## config.mk

```make
export PLATFORM = sky130hd
export DESIGN_NAME = riscv_inst_decoder
export DESIGN_NICKNAME = d
export VERILOG_FILES = /design/src/rtl/instructions_pkg.sv /design/src/rtl/riscv_imm_gen.sv /design/src/rtl/riscv_inst_decoder.sv
export SDC_FILE = /design/constraint.sdc
export NUM_CORES = 1
export LEC_CHECK = 0
export ABC_AREA = 1
export CORE_MARGIN = 3
export CORE_UTILIZATION = 40
export DETAILED_ROUTE_END_ITERATION = 10
export SYNTH_ARGS = -nofsm -noshare
export SYNTH_HDL_FRONTEND = slang
export SYNTH_HIERARCHICAL = 1
export SYNTH_SLANG_ARGS = --single-unit
```

## constraint.sdc

```tcl
create_clock -name clk -period 4.7 [get_ports clk]
set_clock_uncertainty 0.1 [all_clocks]
set_input_delay 0.94 -clock clk [delete_from_list [all_inputs] [get_ports clk]]
set_output_delay 0.94 -clock clk [all_outputs]
set_load 0.01 [all_outputs]
```

## src/rtl/instructions_pkg.sv

```systemverilog
// Shared RV32 instruction encoding definitions: opcodes, funct codes, field
// positions and the decoded-instruction payload.
package instructions_pkg;

  localparam int unsigned RISCV_INST_W = 32;

  localparam int unsigned RISCV_INST_OPCODE_RANGE_LSB = 0;
  localparam int unsigned RISCV_INST_OPCODE_RANGE_W   = 7;
  localparam int unsigned RISCV_INST_RD_RANGE_LSB     = 7;
  localparam int unsigned RISCV_INST_RD_RANGE_W       = 5;
  localparam int unsigned RISCV_INST_FUNCT3_RANGE_LSB = 12;
  localparam int unsigned RISCV_INST_FUNCT3_RANGE_W   = 3;
  localparam int unsigned RISCV_INST_RS1_RANGE_LSB    = 15;
  localparam int unsigned RISCV_INST_RS1_RANGE_W      = 5;
  localparam int unsigned RISCV_INST_RS2_RANGE_LSB    = 20;
  localparam int unsigned RISCV_INST_RS2_RANGE_W      = 5;
  localparam int unsigned RISCV_INST_FUNCT7_RANGE_LSB = 25;
  localparam int unsigned RISCV_INST_FUNCT7_RANGE_W   = 7;

  typedef enum logic [6:0] {
    OPC_CUSTOM_0 = 7'b0001011,
    OPC_I        = 7'b0010011,
    OPC_U        = 7'b0010111,
    OPC_S        = 7'b0100011,
    OPC_R        = 7'b0110011,
    OPC_B        = 7'b1100011,
    OPC_J        = 7'b1101111
  } opcode_e;

  typedef enum logic [2:0] {
    F3_SB = 3'b000,
    F3_SH = 3'b001,
    F3_SW = 3'b010
  } func3_s_type_e;

  typedef enum logic [2:0] {
    F3_BEQ  = 3'b000,
    F3_BNE  = 3'b001,
    F3_BLT  = 3'b100,
    F3_BGE  = 3'b101,
    F3_BLTU = 3'b110,
    F3_BGEU = 3'b111
  } func3_b_type_e;

  typedef enum logic [2:0] {
    F3_SLLI      = 3'b001,
    F3_SRLI_SRAI = 3'b101
  } func3_i_type_e;

  typedef enum logic [2:0] {
    F3_IDLE = 3'b000
  } func3_custom_e;

  // R-type funct3 values that accept the alternate funct7 (SUB, SRA).
  localparam logic [2:0] F3_ADD_SUB = 3'b000;
  localparam logic [2:0] F3_SRL_SRA = 3'b101;

  localparam logic [6:0] FUNCT7_BASE = 7'b0000000;
  localparam logic [6:0] FUNCT7_ALT  = 7'b0100000;

  typedef struct packed {
    logic [6:0]  opcode;
    logic [4:0]  rd;
    logic [4:0]  rs1;
    logic [4:0]  rs2;
    logic [2:0]  funct3;
    logic [6:0]  funct7;
    logic [31:0] imm;
    logic        illegal;
  } decoded_inst_t;

endpackage

```

## src/rtl/riscv_imm_gen.sv

```systemverilog
// Combinational immediate generator: selects the format from the opcode and
// returns the sign-extended immediate (0 for R, custom_0 and unknown opcodes).
module riscv_imm_gen
  import instructions_pkg::*;
(
  input  logic [RISCV_INST_W-1:0] inst,
  output logic [31:0]             imm
);

  logic [6:0] opcode;

  assign opcode = inst[RISCV_INST_OPCODE_RANGE_LSB +: RISCV_INST_OPCODE_RANGE_W];

  always_comb begin
    imm = '0;
    case (opcode)
      OPC_I:   imm = {{20{inst[31]}}, inst[31:20]};
      OPC_S:   imm = {{20{inst[31]}}, inst[31:25], inst[11:7]};
      OPC_B:   imm = {{19{inst[31]}}, inst[31], inst[7], inst[30:25], inst[11:8], 1'b0};
      OPC_U:   imm = {inst[31:12], 12'b0};
      OPC_J:   imm = {{11{inst[31]}}, inst[31], inst[19:12], inst[20], inst[30:21], 1'b0};
      default: imm = '0;
    endcase
  end

endmodule

```

## src/rtl/riscv_inst_decoder.sv

```systemverilog
// Two-stage RV32 instruction decoder on a valid/ready stream with legality
// checking and wrap-around delivered/illegal counters.
module riscv_inst_decoder
  import instructions_pkg::*;
#(
  parameter int unsigned CNT_W = 16
) (
  input  logic             clk,
  input  logic             rst_n,
  input  logic             inst_valid,
  output logic             inst_ready,
  input  logic [31:0]      inst,
  output logic             dec_valid,
  input  logic             dec_ready,
  output logic [6:0]       dec_opcode,
  output logic [4:0]       dec_rd,
  output logic [4:0]       dec_rs1,
  output logic [4:0]       dec_rs2,
  output logic [2:0]       dec_funct3,
  output logic [6:0]       dec_funct7,
  output logic [31:0]      dec_imm,
  output logic             dec_illegal,
  input  logic             cnt_clr,
  output logic [CNT_W-1:0] decoded_cnt,
  output logic [CNT_W-1:0] illegal_cnt
);

  logic                    s1_valid_q, s1_valid_d;
  logic [RISCV_INST_W-1:0] s1_inst_q, s1_inst_d;
  logic                    s2_valid_q, s2_valid_d;
  decoded_inst_t           s2_q, s2_d;
  logic [CNT_W-1:0]        decoded_cnt_q, decoded_cnt_d;
  logic [CNT_W-1:0]        illegal_cnt_q, illegal_cnt_d;

  logic                    s1_ready_c, s2_ready_c;
  logic [31:0]             imm_c;
  decoded_inst_t           dec_c;
  logic [6:0]              op_c;
  logic [2:0]              f3_c;
  logic [6:0]              f7_c;
  logic                    legal_c;

  assign s2_ready_c = !s2_valid_q || dec_ready;
  assign s1_ready_c = !s1_valid_q || s2_ready_c;
  assign inst_ready = s1_ready_c;

  riscv_imm_gen u_imm_gen (
    .inst (s1_inst_q),
    .imm  (imm_c)
  );

  assign op_c = s1_inst_q[RISCV_INST_OPCODE_RANGE_LSB +: RISCV_INST_OPCODE_RANGE_W];
  assign f3_c = s1_inst_q[RISCV_INST_FUNCT3_RANGE_LSB +: RISCV_INST_FUNCT3_RANGE_W];
  assign f7_c = s1_inst_q[RISCV_INST_FUNCT7_RANGE_LSB +: RISCV_INST_FUNCT7_RANGE_W];

  // Field extraction and legality; unknown opcodes keep raw rd/rs1/funct3.
  always_comb begin
    dec_c        = '0;
    legal_c      = 1'b0;
    dec_c.opcode = op_c;
    dec_c.rd     = s1_inst_q[RISCV_INST_RD_RANGE_LSB +: RISCV_INST_RD_RANGE_W];
    dec_c.rs1    = s1_inst_q[RISCV_INST_RS1_RANGE_LSB +: RISCV_INST_RS1_RANGE_W];
    dec_c.funct3 = f3_c;
    case (op_c)
      OPC_R: begin
        dec_c.rs2    = s1_inst_q[RISCV_INST_RS2_RANGE_LSB +: RISCV_INST_RS2_RANGE_W];
        dec_c.funct7 = f7_c;
        legal_c      = (f7_c == FUNCT7_BASE) ||
                       ((f7_c == FUNCT7_ALT) && ((f3_c == F3_ADD_SUB) || (f3_c == F3_SRL_SRA)));
      end
      OPC_I: begin
        if (f3_c == F3_SLLI)           legal_c = (f7_c == FUNCT7_BASE);
        else if (f3_c == F3_SRLI_SRAI) legal_c = (f7_c == FUNCT7_BASE) || (f7_c == FUNCT7_ALT);
        else                           legal_c = 1'b1;
      end
      OPC_S: begin
        dec_c.rd  = '0;
        dec_c.rs2 = s1_inst_q[RISCV_INST_RS2_RANGE_LSB +: RISCV_INST_RS2_RANGE_W];
        legal_c   = (f3_c == F3_SB) || (f3_c == F3_SH) || (f3_c == F3_SW);
      end
      OPC_B: begin
        dec_c.rd  = '0;
        dec_c.rs2 = s1_inst_q[RISCV_INST_RS2_RANGE_LSB +: RISCV_INST_RS2_RANGE_W];
        legal_c   = (f3_c == F3_BEQ) || (f3_c == F3_BNE) || (f3_c == F3_BLT) ||
                    (f3_c == F3_BGE) || (f3_c == F3_BLTU) || (f3_c == F3_BGEU);
      end
      OPC_U, OPC_J: begin
        dec_c.rs1    = '0;
        dec_c.funct3 = '0;
        legal_c      = 1'b1;
      end
      OPC_CUSTOM_0: legal_c = (f3_c == F3_IDLE);
      default:      legal_c = 1'b0;
    endcase
    dec_c.illegal = !legal_c;
    dec_c.imm     = legal_c ? imm_c : '0;
  end

  // Stage advance and counters; clear takes priority over a delivery.
  always_comb begin
    s1_valid_d    = s1_valid_q;
    s1_inst_d     = s1_inst_q;
    s2_valid_d    = s2_valid_q;
    s2_d          = s2_q;
    decoded_cnt_d = decoded_cnt_q;
    illegal_cnt_d = illegal_cnt_q;
    if (s1_ready_c) begin
      s1_valid_d = inst_valid;
      if (inst_valid) s1_inst_d = inst;
    end
    if (s2_ready_c) begin
      s2_valid_d = s1_valid_q;
      if (s1_valid_q) s2_d = dec_c;
    end
    if (cnt_clr) begin
      decoded_cnt_d = '0;
      illegal_cnt_d = '0;
    end else if (s2_valid_q && dec_ready) begin
      decoded_cnt_d = decoded_cnt_q + CNT_W'(1);
      if (s2_q.illegal) illegal_cnt_d = illegal_cnt_q + CNT_W'(1);
    end
  end

  always_ff @(posedge clk or negedge rst_n) begin
    if (!rst_n) begin
      s1_valid_q    <= 1'b0;
      s1_inst_q     <= '0;
      s2_valid_q    <= 1'b0;
      s2_q          <= '0;
      decoded_cnt_q <= '0;
      illegal_cnt_q <= '0;
    end else begin
      s1_valid_q    <= s1_valid_d;
      s1_inst_q     <= s1_inst_d;
      s2_valid_q    <= s2_valid_d;
      s2_q          <= s2_d;
      decoded_cnt_q <= decoded_cnt_d;
      illegal_cnt_q <= illegal_cnt_d;
    end
  end

  assign dec_valid   = s2_valid_q;
  assign dec_opcode  = s2_q.opcode;
  assign dec_rd      = s2_q.rd;
  assign dec_rs1     = s2_q.rs1;
  assign dec_rs2     = s2_q.rs2;
  assign dec_funct3  = s2_q.funct3;
  assign dec_funct7  = s2_q.funct7;
  assign dec_imm     = s2_q.imm;
  assign dec_illegal = s2_q.illegal;
  assign decoded_cnt = decoded_cnt_q;
  assign illegal_cnt = illegal_cnt_q;

endmodule

```

==> results of run 1 <==
==> worst paths after layout <==
check	endpoint	startpoint	cells after the start
max	inst_ready	dec_ready	4
min	dec_imm[28]	dec_imm[28]	2
max reg2reg	dec_imm[12]	s1_inst_q[3]	11
min reg2reg	dec_imm[28]	dec_imm[28]	2
max in group asynchronous	s1_inst_q[11]	rst_n	2
min in group asynchronous	decoded_cnt[10]	rst_n	1
==> logic make-up (layout without fill, tap and decap cells) <==
| family | count (synthesis) | count (layout) | synth area share |
|---|---|---|---|
| simple gates | 486 | 486 | 0.322 |
| buf+inv | 134 | 274 | 0.0881 |
| fa+ha+maj | 2 | 2 | 0.00382 |
| flops | 131 | 131 | 0.500 |
| compound gates | 71 | 71 | 0.0609 |
| mux | 15 | 15 | 0.0258 |
==> critical path: cells and delay by family <==
kind / cells / cell delay [ns]
buffers and inverters: 3 / 1.23
and+or+nand+nor: 1 / 0.19
==> registers in the layout, summed over array words and instances (netlist names), 3 cells and up <==
register	cells
dec_imm	32
s1_inst_q	32
decoded_cnt	16
illegal_cnt	16
dec_funct7	7
dec_opcode	7
dec_rd	5
dec_rs1	5
dec_rs2	5
dec_funct3	3
==> cell usage after synthesis, types with 2 or more instances <==
cell | n | area, µm²
a21oi_1 | 34 | 170
nand2_4 | 3 | 33.8
o31ai_1 | 8 | 60.1
nor2_2 | 3 | 18.8
nand3_2 | 5 | 50.1
a211oi_1 | 2 | 15.0
clkbuf_1 | 4 | 15.0
nand4_1 | 15 | 93.8
o21ai_0 | 21 | 105
nor2_4 | 4 | 45.0
ha_1 | 2 | 25.0
nand2_1 | 268 | 1010
a31oi_1 | 2 | 12.5
inv_2 | 4 | 15.0
mux2_2 | 15 | 169
nor3_1 | 6 | 30.0
buf_1 | 2 | 7.51
nand3_1 | 70 | 350
inv_1 | 99 | 372
buf_4 | 2 | 15.0
nor2_1 | 95 | 357
dfrtp_1 | 131 | 3280
buf_6 | 4 | 45.0
nand2_2 | 13 | 81.3
buf_2 | 15 | 75.1
==> power by group <==
| group | total (mW) | switching, mW | internal [mW] |
|---|---|---|---|
| logic | 0.580 | 0.325 | 0.255 |
| registers | 1.36 | 0.119 | 1.24 |
| clock network | 1.48 | 0.509 | 0.969 |
==> cell usage in the layout (no fill, tap or decap), types with 2 or more instances in the layout <==
| cell | count |
|---|---|
| nand3_2 | 5 |
| nand2_1 | 266 |
| nor3_1 | 6 |
| a21oi_1 | 34 |
| clkinv_2 | 3 |
| nand4_1 | 15 |
| inv_1 | 99 |
| nor2_1 | 95 |
| a31oi_1 | 2 |
| ha_1 | 2 |
| clkinvlp_4 | 3 |
| clkbuf_8 | 2 |
| dfrtp_1 | 131 |
| buf_4 | 3 |
| nand2_2 | 14 |
| a211oi_1 | 2 |
| clkbuf_16 | 17 |
| nor2_2 | 3 |
| mux2_2 | 15 |
| nor2_4 | 4 |
| nand3_1 | 70 |
| o21ai_0 | 21 |
| nand2_4 | 4 |
| bufinv_16 | 5 |
| inv_2 | 4 |
| o31ai_1 | 8 |
| clkdlybuf4s50_1 | 134 |
==> per-stage QoR <==
stage | util | instances | hold slack, ns | setup slack (ns)
floorplan | - | 839 | 0.385 | 2.54
CTS | 0.545 | 1195 | 0.381 | 1.29
global placement | 0.503 | 1163 | 0.361 | 1.28
finish | 0.545 | 1195 | 0.373 | 1.29
global route | 0.545 | 1195 | 0.399 | 1.25
detailed placement | 0.503 | 1163 | 0.364 | 1.30
==> per-layer routing <==
metal,up-vias,global-route usage,part of all wire
met1,2660,0.265,0.47
li1,2900,-,-
met3,21,0.0446,0.062
met4,0,0.0667,0.017
met5,-,0,0
met2,181,0.296,0.45
==> final cells by class <==
type	instances	area, µm²	share of cell area
Multi-Input combinational cell	574	2710	0.312
Clock buffer	19	453	0.0522
Timing Repair Buffer	138	1380	0.158
Inverter	104	390	0.0450
Sequential cell	131	3280	0.378
Tap cell	216	270	0.0311
Clock inverter	13	205	0.0236
==> reports/metrics.csv, run 1 <==
stage;metric;value;unit
timing;setup_viol;0;
floorplanning;core_area;0.0159;mm²
synth;syn-cell-area;0.00656;mm²
synth;syn_area_per_cell;7.82;µm²
clocking;cts_buffer_depth;2;
global_routing;grt_max_degree;70;
pwr;total_power;3.42;mW
route;drt-total-wl;16700;µm
synth;ys_types;37;
timing;hold_viol_final;0;
layout;area_growth;32.4;%
route;drc;0;
clocking;cts_resized;0;
floorplanning;pin_count;136;
synth;syn_inst;839;
floorplanning;dieArea;0.0180;mm²
layout;drive_gt1_frac;0.0899;
floorplanning;die_w;134;µm
setup_path;crit_path_top_delay_cell;clkdlybuf4s50_1;
pwr;ir_drop;0.260;mV
placement;hpwl;11600;µm
setup_path;cpPeakStageDelay;0.59;ns
route;via_per_inst;4.82;
placement;port_buffers;135;
setup_path;worstPathRequired;3.66;ns
clocking;path_clk_slew;0.05;ns
timing;finalMaxSlewViolations;0;
route;vias;5762;
setup_path;regToRegSetupSlack;2.38;ns
run_status;status;completed;
timing;finalCriticalPeriod;3.41;ns
setup_path;worstPathMaxFanout;3;
pwr;p_leak;4.19;nW
timing;slew_headroom;0.314;
placement;gp_congestion;0.832;
clocking;tritoncts;done;
floorplanning;die_y;134;µm
layout;num_antenna_cells;0;
synth;synth-async-reset-ratio;1.00;
layout;fill_cells;1542;
timing;period_share;0.725;
clocking;ctsRootBufferMaster;clkbuf_16;
setup_path;cp-end-kind;output port;
layout;final_area;0.00868;mm²
setup_path;path_common_cell;clkdlybuf4s50_1;
synth;synth_seq_cells;131;
synth;synthesis.nets;878;
worst_hold_path;hp-class;flop to flop;
global_routing;grt_antenna_before_repair;0;
global_routing;grt_pass1_wl;27300;µm
global_routing;grt_pass1_vias;5433;
clocking;cts.sinks;131;
floorplanning;initial_utilization;0.411;
setup_path;startpoint_type;input pin;
route;drtIter0Drc;290;
timing;worst_pin_slew;1.03;ns
global_routing;grtUsageTotal;0.191;
job;cap_violations;0;
setup_path;cp_cell_sequence;clkdlybuf4s50_1, inv_1, nand3_1, clkdlybuf4s50_1;
timing;rsz0062_at_grt;no;
timing;fmax;294;MHz
setup_path;crit_type;input pin to output port;
route;ant_nets;0;
layout;nNetsFinal;1005;
clocking;h-tree-depth;4;
setup_path;cp.arrival;2.37;ns
clocking;ctsHoldBuffers;0;
clocking;worst_skew_pair.late_latency;0.42;ns
route;dr.pass1.iters;5;
clocking;cts_setup_buffers;0;
route;wl_per_cell;14.0;µm
global_routing;overflow;0;
floorplanning;rows;46;
synth;ys.flop_type;dfrtp_1;
synth;yosysSeqAreaShare;0.500;
clocking;numCtsBuffers;17;
pwr;p_per_area;394;mW/mm²
synth;ys.warnings.count;6;
placement;place_area;0.00803;mm²
synth;synth-edff-count;0;
timing;tns;0;ns
Power figures use the tool's default switching activity.
==> run 2: changes to the inputs <==
--- a/config.mk
+++ b/config.mk
@@ -9,6 +9,7 @@
 export CORE_MARGIN = 3
 export CORE_UTILIZATION = 40
 export DETAILED_ROUTE_END_ITERATION = 10
+export PLACE_DENSITY = 0.67
 export SYNTH_ARGS = -nofsm -noshare
 export SYNTH_HDL_FRONTEND = slang
 export SYNTH_HIERARCHICAL = 1
==> constraint.sdc (replaced) <==
create_clock -name clk -period 3.05 [get_ports clk]
set_clock_uncertainty 0.1 [all_clocks]
set_input_delay 0.61 -clock clk [delete_from_list [all_inputs] [get_ports clk]]
set_output_delay 0.61 -clock clk [all_outputs]
set_load 0.01 [all_outputs]
==> reports/metrics.csv, run 2 (synthesized netlist as in run 1, its figures left out) <==
stage;metric;value;unit;change
run_status;status;completed;;
global_routing;grtUsageTotal;0.193;;+0.00217
route;via_per_inst;4.84;;+0.46%
setup_path;cp_cell_sequence;clkdlybuf4s50_1, inv_1, nand3_1, clkdlybuf4s50_1;;
layout;final_area;0.00866;mm²;-0.32%
placement;hpwl;11900;µm;+2.3%
route;wl_per_cell;13.9;µm;-0.29%
clocking;h-tree-depth;4;;unchanged
layout;layout_commonest_cell;nand2_1;;
clocking;path_clk_slew;0.06;ns;about the same
layout;drive_gt1_frac;0.0936;;+0.00370
route;top_layer;met4;;
layout;layout_common_cells;nand2_1 (266), clkdlybuf4s50_1 (134), dfrtp_1 (131);;
floorplanning;rows;46;;unchanged
setup_path;cp-end-kind;output port;;
setup_path;regToRegSetupSlack;0.80;ns;-1.58 ns
pwr;p_leak;4.18;nW;-0.36%
timing;worst_pin_slew;0.614;ns;-0.412 ns
floorplanning;die_w;134;µm;unchanged
route;met1_length;7730;µm;-0.95%
floorplanning;core_area;0.0159;mm²;unchanged
pwr;p_per_area;575;mW/mm²;+46%
setup_path;worstPathMaxFanout;3;;unchanged
global_routing;grt_max_degree;63;;-10%
pwr;total_power;4.98;mW;+46%
timing;rsz0062_at_grt;no;;
floorplanning;die_y;134;µm;unchanged
clocking;cts_resized;0;;unchanged
timing;finalMaxSlewViolations;0;;unchanged
clocking;cts_buffer_depth;2;;unchanged
global_routing;grt_pass1_vias;5495;;+1.1%
placement;port_buffers;135;;unchanged
clocking;numCtsBuffers;17;;unchanged
setup_path;cp.arrival;2.03;ns;-0.34 ns
timing;hold_viol_final;0;;unchanged
floorplanning;dieArea;0.0180;mm²;unchanged
layout;area_growth;32.0;%;
route;dr.pass1.iters;6;;+1
setup_path;crit_type;input pin to output port;;
route;met3_length;976;µm;-6.4%
global_routing;grt_antenna_before_repair;0;;unchanged
clocking;cts_setup_buffers;0;;unchanged
layout;nNetsFinal;1011;;+0.60%
route;ant_nets;0;;unchanged
clocking;worst_skew_pair.late_latency;0.42;ns;about the same
timing;period_share;0.899;;
global_routing;overflow;0;;unchanged
timing;tns;0;ns;unchanged
layout;final_util;0.543;;-0.00173
setup_path;path_common_cell;clkdlybuf4s50_1;;
placement;place_area;0.00809;mm²;+0.83%
setup_path;startpoint_type;input pin;;
clocking;tritoncts;done;;
clocking;ctsRootBufferMaster;clkbuf_16;;
worst_hold_path;hp-class;input pin to async pin;;
placement;gp_congestion;0.851;;+2.4%
route;drc;0;;unchanged
clocking;cts.sinks;131;;unchanged
route;drtIter0Drc;371;;+28%
timing;finalCriticalPeriod;2.74;ns;
layout;num_antenna_cells;0;;unchanged
route;drt-total-wl;16700;µm;about the same
timing;whs;0.0509;ns;-0.322 ns
route;vias;5808;;+0.80%
setup_path;worstPathRequired;2.34;ns;-1.32 ns
setup_path;crit_path_top_delay_cell;clkdlybuf4s50_1;;
setup_path;cpPeakStageDelay;0.59;ns;about the same
timing;fmax;365;MHz;
clocking;ctsHoldBuffers;0;;unchanged
pwr;ir_drop;0.391;mV;+50%
timing;setup_viol;0;;unchanged
job;cap_violations;0;;unchanged
floorplanning;pin_count;136;;unchanged
route;dr_wl_met2;7850;µm;+3.5%
global_routing;grt_pass1_wl;27800;µm;+1.6%
floorplanning;initial_utilization;0.411;;unchanged
timing;slew_headroom;0.589;;+0.276
run 2: layout make-up:
type	instances	area, µm²
clock buffer	17	425
sequential	131	3280
clock inverter	13	139
inverter	104	390
multi-input combinational	574	2710
timing repair buffer	144	1440
fill	1522	7290
tap	216	270
run 2: through the flow:
step | worst slack [ns] | instances
floorplan | 1.30 | 839
global placement | 0.319 | 1169
detailed placement | 0.330 | 1169
CTS | 0.316 | 1199
global route | 0.268 | 1199
finish | 0.308 | 1199
run 2: power by group:
group          total (mW)  switching (mW)  internal (mW)
clock network        1.96           0.772           1.19
registers            2.11           0.189           1.92
logic               0.912           0.504          0.407
total                4.98            1.47           3.51
run 2: critical path: cells and delay by family:
kind	cells	cell delay, ns
buf+inv	3	1.23
simple gates	1	0.19
run 2: path summary, 6_finish.rpt:
kind / start / end / cells past startpoint
min in group clk: dec_imm[10] / dec_imm[10] / 2
hold reg to reg: dec_imm[10] / dec_imm[10] / 2
max in group asynchronous: rst_n / s1_inst_q[19] / 2
setup reg to reg: s1_inst_q[5] / dec_imm[12] / 10
setup / recovery: dec_ready / inst_ready / 4
hold / removal: rst_n / decoded_cnt[7] / 1
run 2: routing by layer:
layer  track usage  vias to the layer above
li1              -                     2901
met3        0.0461                       13
met2         0.308                      158
met1         0.266                     2736
met5             0                        -
met4        0.0543                        0
==> run 3: changes to the inputs <==
--- a/config.mk
+++ b/config.mk
@@ -6,7 +6,7 @@
 export NUM_CORES = 1
 export LEC_CHECK = 0
 export ABC_AREA = 1
-export CORE_MARGIN = 3
+export CORE_MARGIN = 2
 export CORE_UTILIZATION = 40
 export DETAILED_ROUTE_END_ITERATION = 10
 export PLACE_DENSITY = 0.67
==> reports/metrics.csv, run 3 (synthesized netlist as in run 1, its figures left out) <==
stage;metric;value;unit;change
layout;layout_common_cells;nand2_1 (266), clkdlybuf4s50_1 (134), dfrtp_1 (131);;
timing;rsz0062_at_grt;no;;
global_routing;grt_antenna_before_repair;0;;unchanged
setup_path;cp-end-kind;output port;;
layout;area_growth;32.9;%;
timing;period_share;0.887;;-0.0116
layout;nNetsFinal;1010;;-0.099%
layout;final_area;0.00871;mm²;+0.66%
setup_path;cp_cell_sequence;clkdlybuf4s50_1, inv_1, nand3_1, clkdlybuf4s50_1;;
global_routing;grtUsageTotal;0.192;;-0.00174
placement;port_buffers;135;;unchanged
route;vias;5799;;-0.15%
setup_path;path_common_cell;clkdlybuf4s50_1;;
placement;dp_slack;0.335;ns;+0.00495 ns
layout;layout_commonest_cell;nand2_1;;
setup_path;worstPathMaxFanout;3;;unchanged
placement;place_area;0.00808;mm²;about the same
floorplanning;initial_utilization;0.411;;unchanged
timing;finalCriticalPeriod;2.71;ns;-0.0354 ns
setup_path;startpoint_type;input pin;;
clocking;h-tree-depth;4;;unchanged
pwr;p_per_area;591;mW/mm²;+2.7%
layout;num_antenna_cells;0;;unchanged
global_routing;gr-usage-met2;0.297;;-0.0108
floorplanning;core_area;0.0159;mm²;unchanged
clocking;cts.sinks;131;;unchanged
worst_hold_path;hp-class;input pin to async pin;;
global_routing;overflow;0;;unchanged
clocking;tritoncts;done;;
global_routing;grt_max_degree;104;;+65%
clocking;cts_buffer_depth;2;;unchanged
route;drtIter0Drc;373;;+0.54%
clocking;path_clk_slew;0.05;ns;about the same
route;wl_per_cell;13.6;µm;-2.5%
setup_path;cpPeakStageDelay;0.57;ns;-0.02 ns
route;ant_nets;0;;unchanged
route;via_per_inst;4.83;;-0.24%
run_status;status;completed;;
placement;gp_congestion;0.860;;+1.1%
clocking;cts_resized;0;;unchanged
timing;worst_pin_slew;0.601;ns;-0.0135 ns
layout;drive_gt1_frac;0.0935;;-0.0000951
clocking;ctsRootBufferMaster;clkbuf_16;;
floorplanning;die_y;132;µm;-1.5%
setup_path;crit_path_top_delay_cell;clkdlybuf4s50_1;;
clocking;worst_skew_pair.late_latency;0.42;ns;about the same
route;drt-total-wl;16300;µm;-2.4%
floorplanning;pin_count;136;;unchanged
setup_path;cp.arrival;2.00;ns;-0.03 ns
route;drc;0;;unchanged
placement;hpwl;11700;µm;-1.4%
timing;slew_headroom;0.598;;+0.00901
global_routing;grt.busiest_layer;met2;;
timing;worst_slack;0.344;ns;+0.0354 ns
clocking;numCtsBuffers;17;;unchanged
clocking;cts_setup_buffers;0;;unchanged
timing;whs;0.0492;ns;-0.00174 ns
floorplanning;rows;46;;unchanged
timing;tns;0;ns;unchanged
setup_path;crit_type;input pin to output port;;
floorplanning;dieArea;0.0174;mm²;-3.0%
pwr;ir_drop;0.391;mV;-0.20%
global_routing;use_met3;0.0392;;-0.00692
global_routing;grt_pass1_wl;26900;µm;-3.2%
global_routing;grt_pass1_vias;5307;;-3.4%
setup_path;worstPathRequired;2.34;ns;about the same
route;dr.pass1.iters;5;;-1
clocking;ctsHoldBuffers;0;;unchanged
timing;setup_viol;0;;unchanged
floorplanning;die_w;132;µm;-1.5%
job;cap_violations;0;;unchanged
timing;finalMaxSlewViolations;0;;unchanged
timing;hold_viol_final;0;;unchanged
pwr;p_leak;4.21;nW;+0.87%
timing;fmax;370;MHz;+1.3%
global_routing;met1_usage;0.266;;+0.000652
## run 3: cell types whose count changed in the layout (fill, tap and decap cells not counted)
cell	previous run	this run
clkinv_4	2	1
bufinv_16	2	3
clkbuf_8	0	4
clkinvlp_4	5	2
clkinv_2	3	1
inv_6	1	3
buf_4	8	7
clkbuf_1	0	1
## run 3: final cells by class
class	count	area [µm²]
clock buffer	22	484
timing repair buffer	143	1430
inverter	104	390
fill	1509	7230
tap	216	270
sequential	131	3280
clock inverter	10	145
multi-input combinational	574	2710
## run 3: where the power goes
| group | switching [mW] | internal (mW) | total, mW | leakage [nW] |
|---|---|---|---|---|
| Sequential | 0.186 | 1.92 | 2.10 | 1.70 |
| Combinational | 0.499 | 0.404 | 0.903 | 2.21 |
| Clock | 0.763 | 1.38 | 2.14 | 0.304 |
## run 3: metrics by stage
stage,util,power [mW],instances
2_1_floorplan,-,2.59,839
3_3_place_gp,0.507,3.03,1168
3_5_place_dp,0.507,3.04,1168
4_1_cts,0.547,5.20,1200
5_1_grt,0.547,5.40,1200
6_report,0.547,5.15,1200
## run 3: per-layer routing
layer | part of all wire | wire (µm)
met3 | 0.052 | 854
met5 | 0 | 0
met4 | 0.018 | 299
met1 | 0.48 | 7760
met2 | 0.45 | 7400
## run 3: final timing paths
path,cells after the start,from,slack [ns],endpoint
max,4,dec_ready,0.34,inst_ready
min,1,rst_n,0.05,decoded_cnt[6]
max reg2reg,10,s1_inst_q[5],0.78,dec_imm[12]
min reg2reg,2,dec_imm[2],0.38,dec_imm[2]
max in group asynchronous,2,rst_n,2.15,illegal_cnt[14]
min in group clk,2,dec_imm[2],0.38,dec_imm[2]
## run 3: critical path: cells and delay by family
family / cells / cell delay (ns)
buffers and inverters: 3 / 1.21
and+or+nand+nor: 1 / 0.18
